==> src/rtl/adxl357_sample_avg.sv <==
// adxl357_sample_avg
// Block averager for ADXL357 samples delivered by the I2C controller.
// Each falling edge of i_done (after synchronization) captures one X/Y/Z/temp
// sample and adds it to the running sums. When 2^len samples have been summed,
// the averages are published with a one-cycle o_valid pulse.
//
// Ports
//   i_clk                  system clock
//   i_rst                  asynchronous active-high reset
//   i_acc_x/y/z [31:0]     signed 20-bit acceleration, sign-extended
//   i_temp      [31:0]     unsigned 12-bit temperature, zero-extended
//   i_done                 controller finish flag (asynchronous)
//   i_cfg       [31:0]     [0] enable, [3:1] avg_log2, [4] clear
//   o_acc_x/y/z [31:0]     signed block averages
//   o_temp      [31:0]     unsigned block-average temperature
//   o_valid                one-cycle pulse on new averages
//   o_status    [31:0]     [0] enable, [5:1] count, [7:6] state, [15:8] blocks
//
// State | meaning
// IDLE  | waiting for a sample event; hold registers load on leaving
// CAPT  | sample held; sums and count update on leaving
// ACCUM | sums current; publish averages on leaving if the block is full
// OUT   | averages just published; return to IDLE
//
// AVG_LOG2_MAX must stay in 0..4 (count field is 5 bits).

module adxl357_sample_avg #(
    parameter int AVG_LOG2_MAX = 4
) (
    input  logic        i_clk,
    input  logic        i_rst,
    input  logic [31:0] i_acc_x,
    input  logic [31:0] i_acc_y,
    input  logic [31:0] i_acc_z,
    input  logic [31:0] i_temp,
    input  logic        i_done,
    input  logic [31:0] i_cfg,
    output logic [31:0] o_acc_x,
    output logic [31:0] o_acc_y,
    output logic [31:0] o_acc_z,
    output logic [31:0] o_temp,
    output logic        o_valid,
    output logic [31:0] o_status
);

    typedef enum logic [1:0] {
        IDLE  = 2'd0,
        CAPT  = 2'd1,
        ACCUM = 2'd2,
        OUT   = 2'd3
    } state_t;

    localparam logic [2:0] LEN_MAX = 3'(AVG_LOG2_MAX);

    state_t state, state_nxt;

    logic        done_s1, done_s2, done_h;
    logic        sample_evt;
    logic        cfg_en, cfg_clr;
    logic [2:0]  cfg_log2, len_cap, len;
    logic [4:0]  count;
    logic [7:0]  blk_cnt;
    logic        block_full;
    logic        capt_go, accum_go, out_go;

    logic signed [31:0] hold_x, hold_y, hold_z;
    logic        [31:0] hold_t;
    logic signed [31:0] acc_x, acc_y, acc_z;
    logic        [31:0] acc_t;

    logic unused_cfg;
    assign unused_cfg = ^i_cfg[31:5];

    assign cfg_en   = i_cfg[0];
    assign cfg_log2 = i_cfg[3:1];
    assign cfg_clr  = i_cfg[4];
    assign len_cap  = (cfg_log2 > LEN_MAX) ? LEN_MAX : cfg_log2;

    // Event = synchronized flag was high last cycle and is low now.
    assign sample_evt = done_h & ~done_s2;
    assign block_full = (count == (5'd1 << len));

    always_ff @(posedge i_clk or posedge i_rst) begin
        if (i_rst) begin
            done_s1 <= 1'b0;
            done_s2 <= 1'b0;
            done_h  <= 1'b0;
        end else begin
            done_s1 <= i_done;
            done_s2 <= done_s1;
            done_h  <= done_s2;
        end
    end

    always_ff @(posedge i_clk or posedge i_rst) begin
        if (i_rst) begin
            state <= IDLE;
        end else begin
            state <= state_nxt;
        end
    end

    // Enable only gates the start of a sample; a sample already in flight
    // completes even if enable drops. Clear overrides everything.
    always_comb begin
        state_nxt = state;
        capt_go   = 1'b0;
        accum_go  = 1'b0;
        out_go    = 1'b0;
        if (cfg_clr) begin
            state_nxt = IDLE;
        end else begin
            case (state)
                IDLE: begin
                    if (sample_evt && cfg_en) begin
                        state_nxt = CAPT;
                        capt_go   = 1'b1;
                    end
                end
                CAPT: begin
                    state_nxt = ACCUM;
                    accum_go  = 1'b1;
                end
                ACCUM: begin
                    if (block_full) begin
                        state_nxt = OUT;
                        out_go    = 1'b1;
                    end else begin
                        state_nxt = IDLE;
                    end
                end
                default: state_nxt = IDLE;
            endcase
        end
    end

    always_ff @(posedge i_clk or posedge i_rst) begin
        if (i_rst) begin
            hold_x  <= '0;
            hold_y  <= '0;
            hold_z  <= '0;
            hold_t  <= '0;
            acc_x   <= '0;
            acc_y   <= '0;
            acc_z   <= '0;
            acc_t   <= '0;
            count   <= '0;
            len     <= '0;
            blk_cnt <= '0;
            o_acc_x <= '0;
            o_acc_y <= '0;
            o_acc_z <= '0;
            o_temp  <= '0;
            o_valid <= 1'b0;
        end else begin
            o_valid <= out_go;
            // Block length is frozen once the first sample of a block lands.
            if (count == 5'd0) begin
                len <= len_cap;
            end
            if (cfg_clr) begin
                acc_x <= '0;
                acc_y <= '0;
                acc_z <= '0;
                acc_t <= '0;
                count <= '0;
            end else begin
                if (capt_go) begin
                    hold_x <= i_acc_x;
                    hold_y <= i_acc_y;
                    hold_z <= i_acc_z;
                    hold_t <= i_temp;
                end
                if (accum_go) begin
                    acc_x <= acc_x + hold_x;
                    acc_y <= acc_y + hold_y;
                    acc_z <= acc_z + hold_z;
                    acc_t <= acc_t + hold_t;
                    count <= count + 5'd1;
                end
                if (out_go) begin
                    o_acc_x <= acc_x >>> len;
                    o_acc_y <= acc_y >>> len;
                    o_acc_z <= acc_z >>> len;
                    o_temp  <= acc_t >> len;
                    acc_x   <= '0;
                    acc_y   <= '0;
                    acc_z   <= '0;
                    acc_t   <= '0;
                    count   <= '0;
                    blk_cnt <= blk_cnt + 8'd1;
                end
            end
        end
    end

    assign o_status = {16'd0, blk_cnt, state, count, cfg_en};

endmodule

==> config.mk <==
export PLATFORM = sky130hd
export DESIGN_NAME = adxl357_sample_avg
export DESIGN_NICKNAME = d
export VERILOG_FILES = /design/src/rtl/adxl357_sample_avg.sv
export SDC_FILE = /design/constraint.sdc
export NUM_CORES = 1
export LEC_CHECK = 0
export CORE_UTILIZATION = 40
export CTS_BUF_LIST = sky130_fd_sc_hd__clkbuf_8
export DETAILED_ROUTE_END_ITERATION = 16
export PLACE_DENSITY = 0.65
export SETUP_SLACK_MARGIN = 0.02
export SYNTH_ARGS = -nofsm -noshare
export SYNTH_HDL_FRONTEND = slang
export SYNTH_SLANG_ARGS = --single-unit
export TNS_END_PERCENT = 5
==> constraint.sdc <==
create_clock -name i_clk -period 18.55 [get_ports i_clk]
set_clock_uncertainty 0.2 [all_clocks]
set_input_delay 3.71 -clock i_clk [delete_from_list [all_inputs] [get_ports i_clk]]
set_output_delay 3.71 -clock i_clk [all_outputs]
set_load 0.05 [all_outputs]
; ---- Word level (Yosys, flattened, before mapping)
; Cells that the tools add are included.
[word_totals]
word_cells = 73
out_inout_bits = 161
regBits = 406
input_bits = 163
[op_classes]
n_shift = 5
n_lt_le_gt_ge = 1
add_sub_neg = 6
bitwise_logic = 3
eq_ne = 4
reduce_logical = 6
mux = 28
[ops]
columns = operator, count
row1 = two-way mux 32 bit, 12
row2 = adder 32 bit, 4
row3 = >>> shifter 32 x 3 -> 32 bit, 3
row4 = >> shifter 32 x 3 -> 32 bit, 1
row5 = two-way mux 5 bit, 3
row6 = "adder 8 x 1 -> 8 bit, second input constant", 1
row7 = two-way mux 1 bit, 8
row8 = two-way mux 2 bit, 3
row9 = one-hot mux 2 bit (3 select lines), 1
row10 = "adder 5 x 1 -> 5 bit, second input constant", 1
row11 = == test 5 bit, 1
row12 = zero test 5 bit, 1
row13 = "left shift 1 x 3 -> 5 bit, first input constant", 1
row14 = AND reduction 2 bit, 2
row15 = "greater-than comparator 3 bit, second input constant", 1
row16 = two-way mux 3 bit, 1
row17 = "!= test 3 bit, second input constant", 1
row18 = nonzero test 3 bit, 1
row19 = "== test 2 x 1 -> 1 bit, second input constant", 1
row20 = "== test 2 bit, second input constant", 1
row21 = zero test 2 bit, 1
row22 = inverter 1 bit, 2
row23 = bitwise AND 1 bit, 1
row24 = logical AND 1 bit, 1

; ---- Longest topological paths before layout
; Gate-level depths: netlist of run 1.
[depth]
word_depth = 7
mapped_depth = 12
depth_no_buf = 12

; ---- Worst setup path before layout of run 1
; Ideal clock, no wire load.
[synth_timing]
path_kind = input-to-output
startpoint = in i_cfg[0]
endpoint = out o_status[0]
path_slack_ps = 10760
cell_stages = 1
path_buffers = 1
required_time_ps = 14640
arrival_ps = 3880
cell_sequence = buf_4
[synth_rtl]
columns = element, line
row1 = start: declaration, 37  ; input logic [31:0] i_cfg,
row2 = end: declaration, 43  ; output logic [31:0] o_status
; No word-level cell between the ends.

; ---- Worst setup path after layout of run 1
[layout_timing]
startpoint = in i_cfg[0]
endpoint = out o_status[0]
; No word-level cell between the ends.

==> metrics.md, run 1 <==
| Metric | Value |
|---|---|
| Status | finished, final reports clean |
| Hold-fix buffers at CTS | 0 |
| Area Overhead vs Synth | 19.0% |
| Placeable core area | 61800 um^2 |
| Post-placement cell count | 3584 |
| Number of synthesized flops with an enable pin | 0 |
| Final Slew Violations | 0 |
| Area share of the largest cell type after synthesis | 0.405 |
| Num CTS Buffers | 77 |
| Fill cells | 5780 |
| Final period utilization | 0.482 |
| Pin count of the biggest net entering global routing | 132 |
| Multi-input gate area in the final layout | 14100 um^2 |
| Net Sw Frac | 0.360 |
| Required @ worst endpoint | 14.64 ns |
| Clock Power Share | 0.299 |
| Gpl congestion | 0.927 |
| Main synth FF type | dfrtp_1 |
| Synth area leaders | dfrtp_1 40%, mux2_2 6.5%, ha_1 6.3%, nand2_1 6.0%, mux4_2 5.7% |
| Vias in the first global route | 20400 |
| Final wirelength | 71900 um |
| Clk root buf | clkbuf_8 |
| Via count | 20700 |
| Worst skew pair latency | 0.66 ns |
| DRC violations left | 0 |
| Sequential share of the synthesized area | 0.405 |
| Top delay family on crit path | buffers and inverters |
| Number of synthesized register bits | 406 |
| Syn_area_per_cell | 9.64 um^2 |
| Post-CTS Setup Bufs | 0 |
| Fin Setup TNS | 0 ns |
| Dominant cell type by area after synthesis | dfrtp_1 |
| Sequential power share | 0.400 |
| Post-route ant nets | 0 |
| Nets | 3120 |
| Cell variety after synth | 77 |
| Non-filler cells, final | 3715 |
| Hold Crit Class | reg2reg |
| Worst slew pin tran | 1.10 ns |
| WL/cell | 19.3 um |
| Final hold vios | 0 |
| Die width | 253 um |
| Drt first pass iters | 5 |
| FMAX | 112 MHz |
| Initial DRC Count | 1178 |
| CTS tree | built |
| PD cells | 94.4 nW/um^2 |
| Die H | 253 um |
| Crit path top cell by count | clkdlybuf4s50_1 |
| Net Sw Power | 1020 uW |
| Minimum clock period | 8.93 ns |
| Crit-path cells | clkdlybuf4s50_1, clkdlybuf4s50_1 |
| IO Port Bufs | 280 |
| Pre-CTS setup slack | 9.61 ns |
| Max transition margin | 0.268 |
| RSZ-0062 raised after global routing | no |
| Cell count after synthesis | 2604 |
| Maxcap violations | 0 |
| Async S/R FF share, synth | 1.00 |
| Worst Slack Setup Final | 9.62 ns |
| HPWL Detailed | 52300 um |
| Total GRT Usage | 0.224 |
| Deepest clock path buffer count | 3 |
| Leak | 0.0129 uW |
| CP endpoint kind | output pin |
| Internal power | 1800 uW |
| Reg area | 10200 um^2 |
| Setup Viol. Count Final | 0 |
| # clock sinks | 406 |
| Rows | 91 |
| CP max-delay cell | clkdlybuf4s50_1 |
| CP startpoint kind | primary input |
| Clock slew at reported path FFs | 0.06 ns |
| First-pass GRT wire length | 113000 um |
| GRT Residual Overflow | 0 |
| Leading cell types in the layout, fill and taps excluded | 403 x dfrtp_1, 401 x nand2_1, 280 x clkdlybuf4s50_1, 219 x o21ai_0, 174 x a21oi_1 |
| H-Tree Depth | 3 |
| CP peak stage delay | 0.82 ns |
| Commonest non-fill, non-tap cell in the layout | dfrtp_1 |
| Synth Warn # | 0 |
| IO Count | 324 |
| Min Hold Slack | 0.149 ns |
| CP arrival | 5.02 ns |
| Vias/cell | 5.58 |
| # resized after CTS | 0 |
| Reg2reg setup slack | 13.20 ns |
| Initial Util | 0.406 |
| Logic pwr share | 0.301 |
| Mapped cell area | 25100 um^2 |
| WS Path Type | in2out |
| Die area | 63800 um^2 |
| Layout cells sized above 1 | 0.121 |
| Max VDD drop | 0.0000517 V |
| Worst-path maximum fanout | 2 |
| Worst Path Buf+Inv | 2 |
| Initial antenna violation count | 6 |
worst reg2reg max path, cell delays in order, from the launching register on:
cell and delay (ns):
dfrtp_4 0.84, buf_4 0.77, a211oi_1 0.23, a211oi_1 0.26
o21ai_1 0.14, a2111oi_4 0.65, nand2b_4 0.23, inv_4 0.37
buf_4 0.83, nand4_1 0.38, nor2_1 0.22, xor2_1 0.17
area by class of cell:
class                      instances  share of cell area
sequential                       406               0.340
inverter                          55             0.00729
timing repair buffer             298              0.0983
antenna                            4            0.000335
clock buffer                      87              0.0401
multi-input combinational       1988               0.471
clock inverter                    40             0.00771
tap                              837              0.0351
kinds of logic (layout without fill, tap and decap cells):
family / Yosys count / in the layout / synth area share
simple gates: 742 / 742 / 0.128
compound gates: 723 / 723 / 0.179
flops: 406 / 406 / 0.405
mux: 262 / 262 / 0.144
buf+inv: 225 / 480 / 0.0384
fa+ha+maj: 131 / 131 / 0.0665
xor+xnor: 114 / 114 / 0.0398
other cells: 1 / 20 / 0.000149
Yosys cell counts (16+ instances only):
| cell | n |
|---|---|
| xor2_1 | 58 |
| mux2_2 | 144 |
| dfrtp_1 | 406 |
| nand2b_1 | 20 |
| nor3_1 | 24 |
| nand3_1 | 29 |
| o21ai_0 | 219 |
| buf_4 | 26 |
| a211oi_1 | 35 |
| nor2_1 | 158 |
| mux4_2 | 64 |
| a21o_1 | 50 |
| inv_1 | 52 |
| buf_1 | 28 |
| and3_1 | 16 |
| xnor2_1 | 56 |
| a31oi_1 | 91 |
| mux2i_1 | 54 |
| ha_1 | 127 |
| nand2_1 | 402 |
| a21oi_1 | 174 |
| nor2b_1 | 31 |
| buf_2 | 17 |
| o21bai_1 | 20 |
| nand4_1 | 22 |
| clkbuf_1 | 99 |
| o21a_1 | 23 |
flip-flops by register name, summed over array words and instances (netlist names), 2 cells and up:
signal and flops:
hold_z 32, o_acc_x 32, state 2, hold_y 32
acc_t 32, o_acc_z 32, acc_x 32, o_temp 32
o_acc_y 32, hold_x 32, acc_y 32, acc_z 32
len 3, hold_t 32, blk_cnt 8, count 5
per-layer routing:
layer	vias to the layer above	track usage	wire [um]
li1	9856	-	-
met1	10200	0.303	32500
met2	554	0.363	33500
met3	112	0.0427	3910
met4	4	0.0698	1920
met5	-	0	22
power groups by stage:
| stage | clock [uW] | sequential, uW | combinational (uW) |
|---|---|---|---|
| detailed placement | 0 | 1140 | 846 |
| finish | 843 | 1130 | 849 |
| floorplan | 0 | 1250 | 467 |
| CTS | 871 | 1130 | 850 |
| global route | 908 | 1140 | 921 |
| global placement | 0 | 1140 | 827 |
final timing paths:
path,cells after the start,start,end
setup / recovery,2,i_cfg[0],o_status[0]
hold / removal,0,done_s2$_DFF_PP0_,done_h$_DFF_PP0_
setup reg to reg,11,len[2]$_DFFE_PP0N_,blk_cnt[7]$_DFFE_PP0P_
hold reg to reg,0,done_s2$_DFF_PP0_,done_h$_DFF_PP0_
max in group asynchronous,5,i_rst,len[1]$_DFFE_PP0N_
min in group asynchronous,2,i_rst,o_acc_y[1]$_DFFE_PP0P_
through the flow:
stage,instance area (um^2),util,total power [uW]
6_report,29900,0.483,2820
3_5_place_dp,28400,0.460,1990
2_1_floorplan,25200,-,1720
4_1_cts,29900,0.483,2850
3_3_place_gp,28400,0.460,1970
5_1_grt,29900,0.483,2970
Note: power is estimated with default switching activity, not from simulation.
==> run 2, diff against run 1 <==
- PLACE_DENSITY: 0.65 -> 0.67
- clock period: 18.55 -> 7.3 ns (I/O delays scaled with it)
==> metrics.md, run 2 (synthesis results as in run 1) <==
| Metric | Value |
|---|---|
| Status | finished, final reports clean |
| Via count | 20800 |
| Commonest non-fill, non-tap cell in the layout | dfrtp_1 |
| Min Hold Slack | 0.153 ns |
| H-Tree Depth | 3 |
| Nets | 3124 |
| Final period utilization | 0.604 |
| Rows | 91 |
| Worst skew pair latency | 0.68 ns |
| Placed Area | 28500 um^2 |
| Design Power | 7320 uW |
| Layout cells sized above 1 | 0.127 |
| Vias/cell | 5.59 |
| Initial Util | 0.406 |
| Worst-path maximum fanout | 2 |
| Minimum clock period | 4.41 ns |
| GRT Residual Overflow | 0 |
| Crit path top cell by count | clkdlybuf4s50_1 |
| WL/cell | 19.4 um |
| Final wirelength | 72100 um |
| Worst Path Buf+Inv | 2 |
| Final Util | 0.486 |
| Initial antenna violation count | 7 |
| Worst slew pin tran | 0.982 ns |
| FMAX | 227 MHz |
| Logic pwr share | 0.295 |
| Die width | 253 um |
| Area Overhead vs Synth | 19.7% |
| CTS tree | built |
| Vias in the first global route | 20400 |
| CP peak stage delay | 0.81 ns |
| Initial DRC Count | 1046 |
| Leak | 0.0130 uW |
| Hold-fix buffers at CTS | 0 |
| Deepest clock path buffer count | 3 |
| Hold Crit Class | reg2reg |
| Total GRT Usage | 0.225 |
| Clock slew at reported path FFs | 0.06 ns |
| Die H | 253 um |
| Maxcap violations | 0 |
| IO Port Bufs | 280 |
| Die area | 63800 um^2 |
| Setup Viol. Count Final | 0 |
| Leading cell types in the layout, fill and taps excluded | 403 x dfrtp_1, 401 x nand2_1, 280 x clkdlybuf4s50_1, 219 x o21ai_0, 174 x a21oi_1 |
| CP max-delay cell | clkdlybuf4s50_1 |
| Drt first pass iters | 5 |
| Net Sw Frac | 0.358 |
| Fin Setup TNS | 0 ns |
| CP endpoint kind | output pin |
| Post-route cell area | 30000 um^2 |
| RSZ-0062 raised after global routing | no |
| Internal power | 4700 uW |
| CP arrival | 2.75 ns |
| Post-route ant nets | 0 |
| # clock sinks | 406 |
| Required @ worst endpoint | 5.64 ns |
| Clock Power Share | 0.313 |
| Final Slew Violations | 0 |
| Pin count of the biggest net entering global routing | 157 |
| Max VDD drop | 0.000179 V |
| Top delay family on crit path | buffers and inverters |
| Clk root buf | clkbuf_8 |
| Sequential power share | 0.392 |
| Placeable core area | 61800 um^2 |
| Final hold vios | 0 |
| PD cells | 244 nW/um^2 |
| CP startpoint kind | primary input |
| DRC violations left | 0 |
| First-pass GRT wire length | 114000 um |
| Net Sw Power | 2620 uW |
| Max transition margin | 0.345 |
| HPWL Detailed | 53200 um |
| IO Count | 324 |
| Gpl congestion | 0.908 |
| WS Path Type | in2out |
| # resized after CTS | 0 |
| Num CTS Buffers | 77 |
| Crit-path cells | clkdlybuf4s50_1, clkdlybuf4s50_1 |
| Post-CTS Setup Bufs | 0 |
-- run 2: routing by layer --
metal,share of wire,GRT usage
met5,0.00068,0
met2,0.47,0.362
met4,0.025,0.0738
met1,0.45,0.305
met3,0.053,0.0412
-- run 2: stage by stage --
step,instances,worst slack (ns)
after floorplan,2619,0.170
after global placement,3588,2.78
after detailed placement,3588,2.75
after CTS,3716,2.89
after global routing,3717,2.61
final,3717,2.89
-- run 2: final timing paths --
kind / start / cells after the start / slack (ns) / to
max reg2reg: len[2]$_DFFE_PP0N_ / 9 / 2.96 / o_acc_y[8]$_DFFE_PP0P_
min in group asynchronous: i_rst / 2 / 0.94 / o_acc_y[17]$_DFFE_PP0P_
max: i_cfg[0] / 2 / 2.89 / o_status[0]
min reg2reg: done_s1$_DFF_PP0_ / 0 / 0.15 / done_s2$_DFF_PP0_
min: done_s1$_DFF_PP0_ / 0 / 0.15 / done_s2$_DFF_PP0_
max in group asynchronous: i_rst / 3 / 4.77 / acc_t[16]$_DFFE_PP0P_
-- run 2: final cells by class --
class / instances / area, um^2
Fill cell: 5753 / 31800
Multi-Input combinational cell: 1988 / 14100
Sequential cell: 406 / 10200
Timing Repair Buffer: 302 / 2990
Clock buffer: 97 / 1340
Tap cell: 837 / 1050
Clock inverter: 31 / 214
Inverter: 55 / 214
Antenna cell: 1 / 2.50
-- run 2: power groups by stage --
stage	registers (uW)	logic (uW)	clock network, uW
after detailed placement	2910	2160	0
after global placement	2900	2100	0
after global routing	2910	2330	2450
final	2870	2160	2290
after floorplan	3170	1190	0
after CTS	2880	2160	2350
-- run 2: worst reg2reg max path: cells and delay by family, from the launching register on --
family,cells,cell delay (ns)
compound gates,4,1.19
buf+inv,2,1.10
flops,1,0.76
simple gates,3,0.98
==> run 3, diff against run 2 <==
- clock period: 7.3 -> 4 ns (I/O delays scaled with it)
==> metrics.md, run 3 (synthesis results as in run 1) <==
| Metric | Value |
|---|---|
| Status | finished, final reports clean |
| Total GRT Usage | 0.229 |
| RSZ-0062 raised after global routing | no |
| Hold-fix buffers at CTS | 0 |
| Final wirelength | 72900 um |
| Worst-path maximum fanout | 4 |
| Worst slew pin tran | 0.988 ns |
| Met3 Wirelength | 4210 um |
| # resized after CTS | 0 |
| Multi-input gate area in the final layout | 14100 um^2 |
| PD cells | 444 nW/um^2 |
| Capturing point of the worst reg2reg path | acc_x[30]$_DFFE_PP0P_ |
| Layout cells sized above 1 | 0.135 |
| Placeable core area | 61800 um^2 |
| Vias in the first global route | 20400 |
| Post-route cell area | 30400 um^2 |
| Max transition margin | 0.339 |
| R2R cell count | 12 |
| R2r startpoint | acc_x[0]$_DFFE_PP0P_ |
| Worst Slack Setup Final | 0.316 ns |
| Leading cell types in the layout, fill and taps excluded | 403 x dfrtp_1, 401 x nand2_1, 280 x clkdlybuf4s50_1, 219 x o21ai_0, 174 x a21oi_1 |
| Maxcap violations | 0 |
| First-pass GRT wire length | 116000 um |
| Clock slew at reported path FFs | 0.06 ns |
| Area Overhead vs Synth | 21.0% |
| WL/cell | 19.5 um |
| Gpl congestion | 0.932 |
| Pin count of the biggest net entering global routing | 116 |
| Initial DRC Count | 1240 |
| Final Slew Violations | 0 |
| Die area | 63800 um^2 |
| Required @ worst endpoint | 4.35 ns |
| FMAX | 271 MHz |
| Crit path from | acc_x[0]$_DFFE_PP0P_ |
| Worst skew pair latency | 0.67 ns |
| Via count | 20900 |
| Wl on met1 | 32500 um |
| # clock sinks | 406 |
| Setup Viol. Count Final | 0 |
| CP arrival | 4.03 ns |
| CP endpoint kind | register |
| Max VDD drop | 0.000277 V |
| Min-delay src | done_s1$_DFF_PP0_ |
| Final period utilization | 0.921 |
| Die H | 253 um |
| Deepest clock path buffer count | 3 |
| Hold path cells | 0 |
| Placed Area | 28800 um^2 |
| WS Path Type | reg2reg |
| Vias/cell | 5.57 |
| Reg2reg setup slack | 0.32 ns |
| Fill cells | 5714 |
| Initial antenna violation count | 6 |
| IO Count | 324 |
| Drt first pass iters | 6 |
| CTS tree | built |
| Num CTS Buffers | 78 |
| Reg area | 10200 um^2 |
| H-Tree Depth | 3 |
| Wire length on met2 | 34300 um |
| Top sig layer | met5 |
| IO Port Bufs | 280 |
| Initial Util | 0.406 |
| DRC violations left | 0 |
| Post-route ant nets | 0 |
| Nets | 3145 |
| Die width | 253 um |
| Rows | 91 |
| Hold Crit Class | reg2reg |
| Minimum clock period | 3.68 ns |
| Leak | 0.0132 uW |
| Pre-CTS setup slack | 0.398 ns |
| Min Hold Slack | 0.142 ns |
| Clk root buf | clkbuf_8 |
| HPWL Detailed | 54200 um |
| GRT Residual Overflow | 0 |
| Post-CTS Setup Bufs | 0 |
| CP startpoint kind | register |
| Hold EP | done_s2$_DFF_PP0_ |
| Design Power | 13500 uW |
| Final hold vios | 0 |
| Commonest non-fill, non-tap cell in the layout | dfrtp_1 |
## run 3: how the worst max path moves through the flow
stage | endpoint | slack, ns | cells past startpoint
after floorplan | acc_t[0]$_DFFE_PP0P_ | -2.47 | 1
after global placement | acc_x[30]$_DFFE_PP0P_ | 0.54 | 12
after detailed placement | acc_x[30]$_DFFE_PP0P_ | 0.40 | 12
after CTS | acc_x[30]$_DFFE_PP0P_ | 0.36 | 12
after global routing | acc_x[30]$_DFFE_PP0P_ | 0.11 | 12
final | acc_x[30]$_DFFE_PP0P_ | 0.32 | 12
## run 3: metrics by stage
step	utilization	cells	TNS, ns
floorplan	-	2619	-1002.69
global placement	0.465	3608	0
detailed placement	0.465	3608	0
CTS	0.491	3743	0
global route	0.491	3744	0
finish	0.491	3744	0
## run 3: power by group
group          switching (uW)  internal [uW]
Sequential                516           4690
Clock                    1860           2400
Combinational            2400           1610
Total                    4780           8690
## run 3: critical path, stage by stage, from the launching register on
cell and delay, ns:
dfrtp_1 0.40, ha_1 0.20, inv_1 0.07, fa_1 0.20
nor2b_1 0.07, o31a_1 0.29, o41ai_1 0.62, a211oi_1 0.28
a41oi_1 0.51, a21bo_2 0.25, o21ai_0 0.12, xor2_1 0.16
a22o_1 0.20
## run 3: cell type report
class	count	share of cell area
Multi-Input combinational cell	1988	0.463
Sequential cell	406	0.335
Timing Repair Buffer	322	0.108
Clock buffer	102	0.0462
Tap cell	837	0.0345
Inverter	55	0.00704
Clock inverter	33	0.00663
Antenna cell	1	0.0000824
## run 3: per-layer routing
layer  vias to the layer above  global-route usage
met5                         -                   0
met4                         8              0.0681
li1                       9919                   -
met3                       120              0.0417
met1                     10300               0.315
met2                       565               0.368
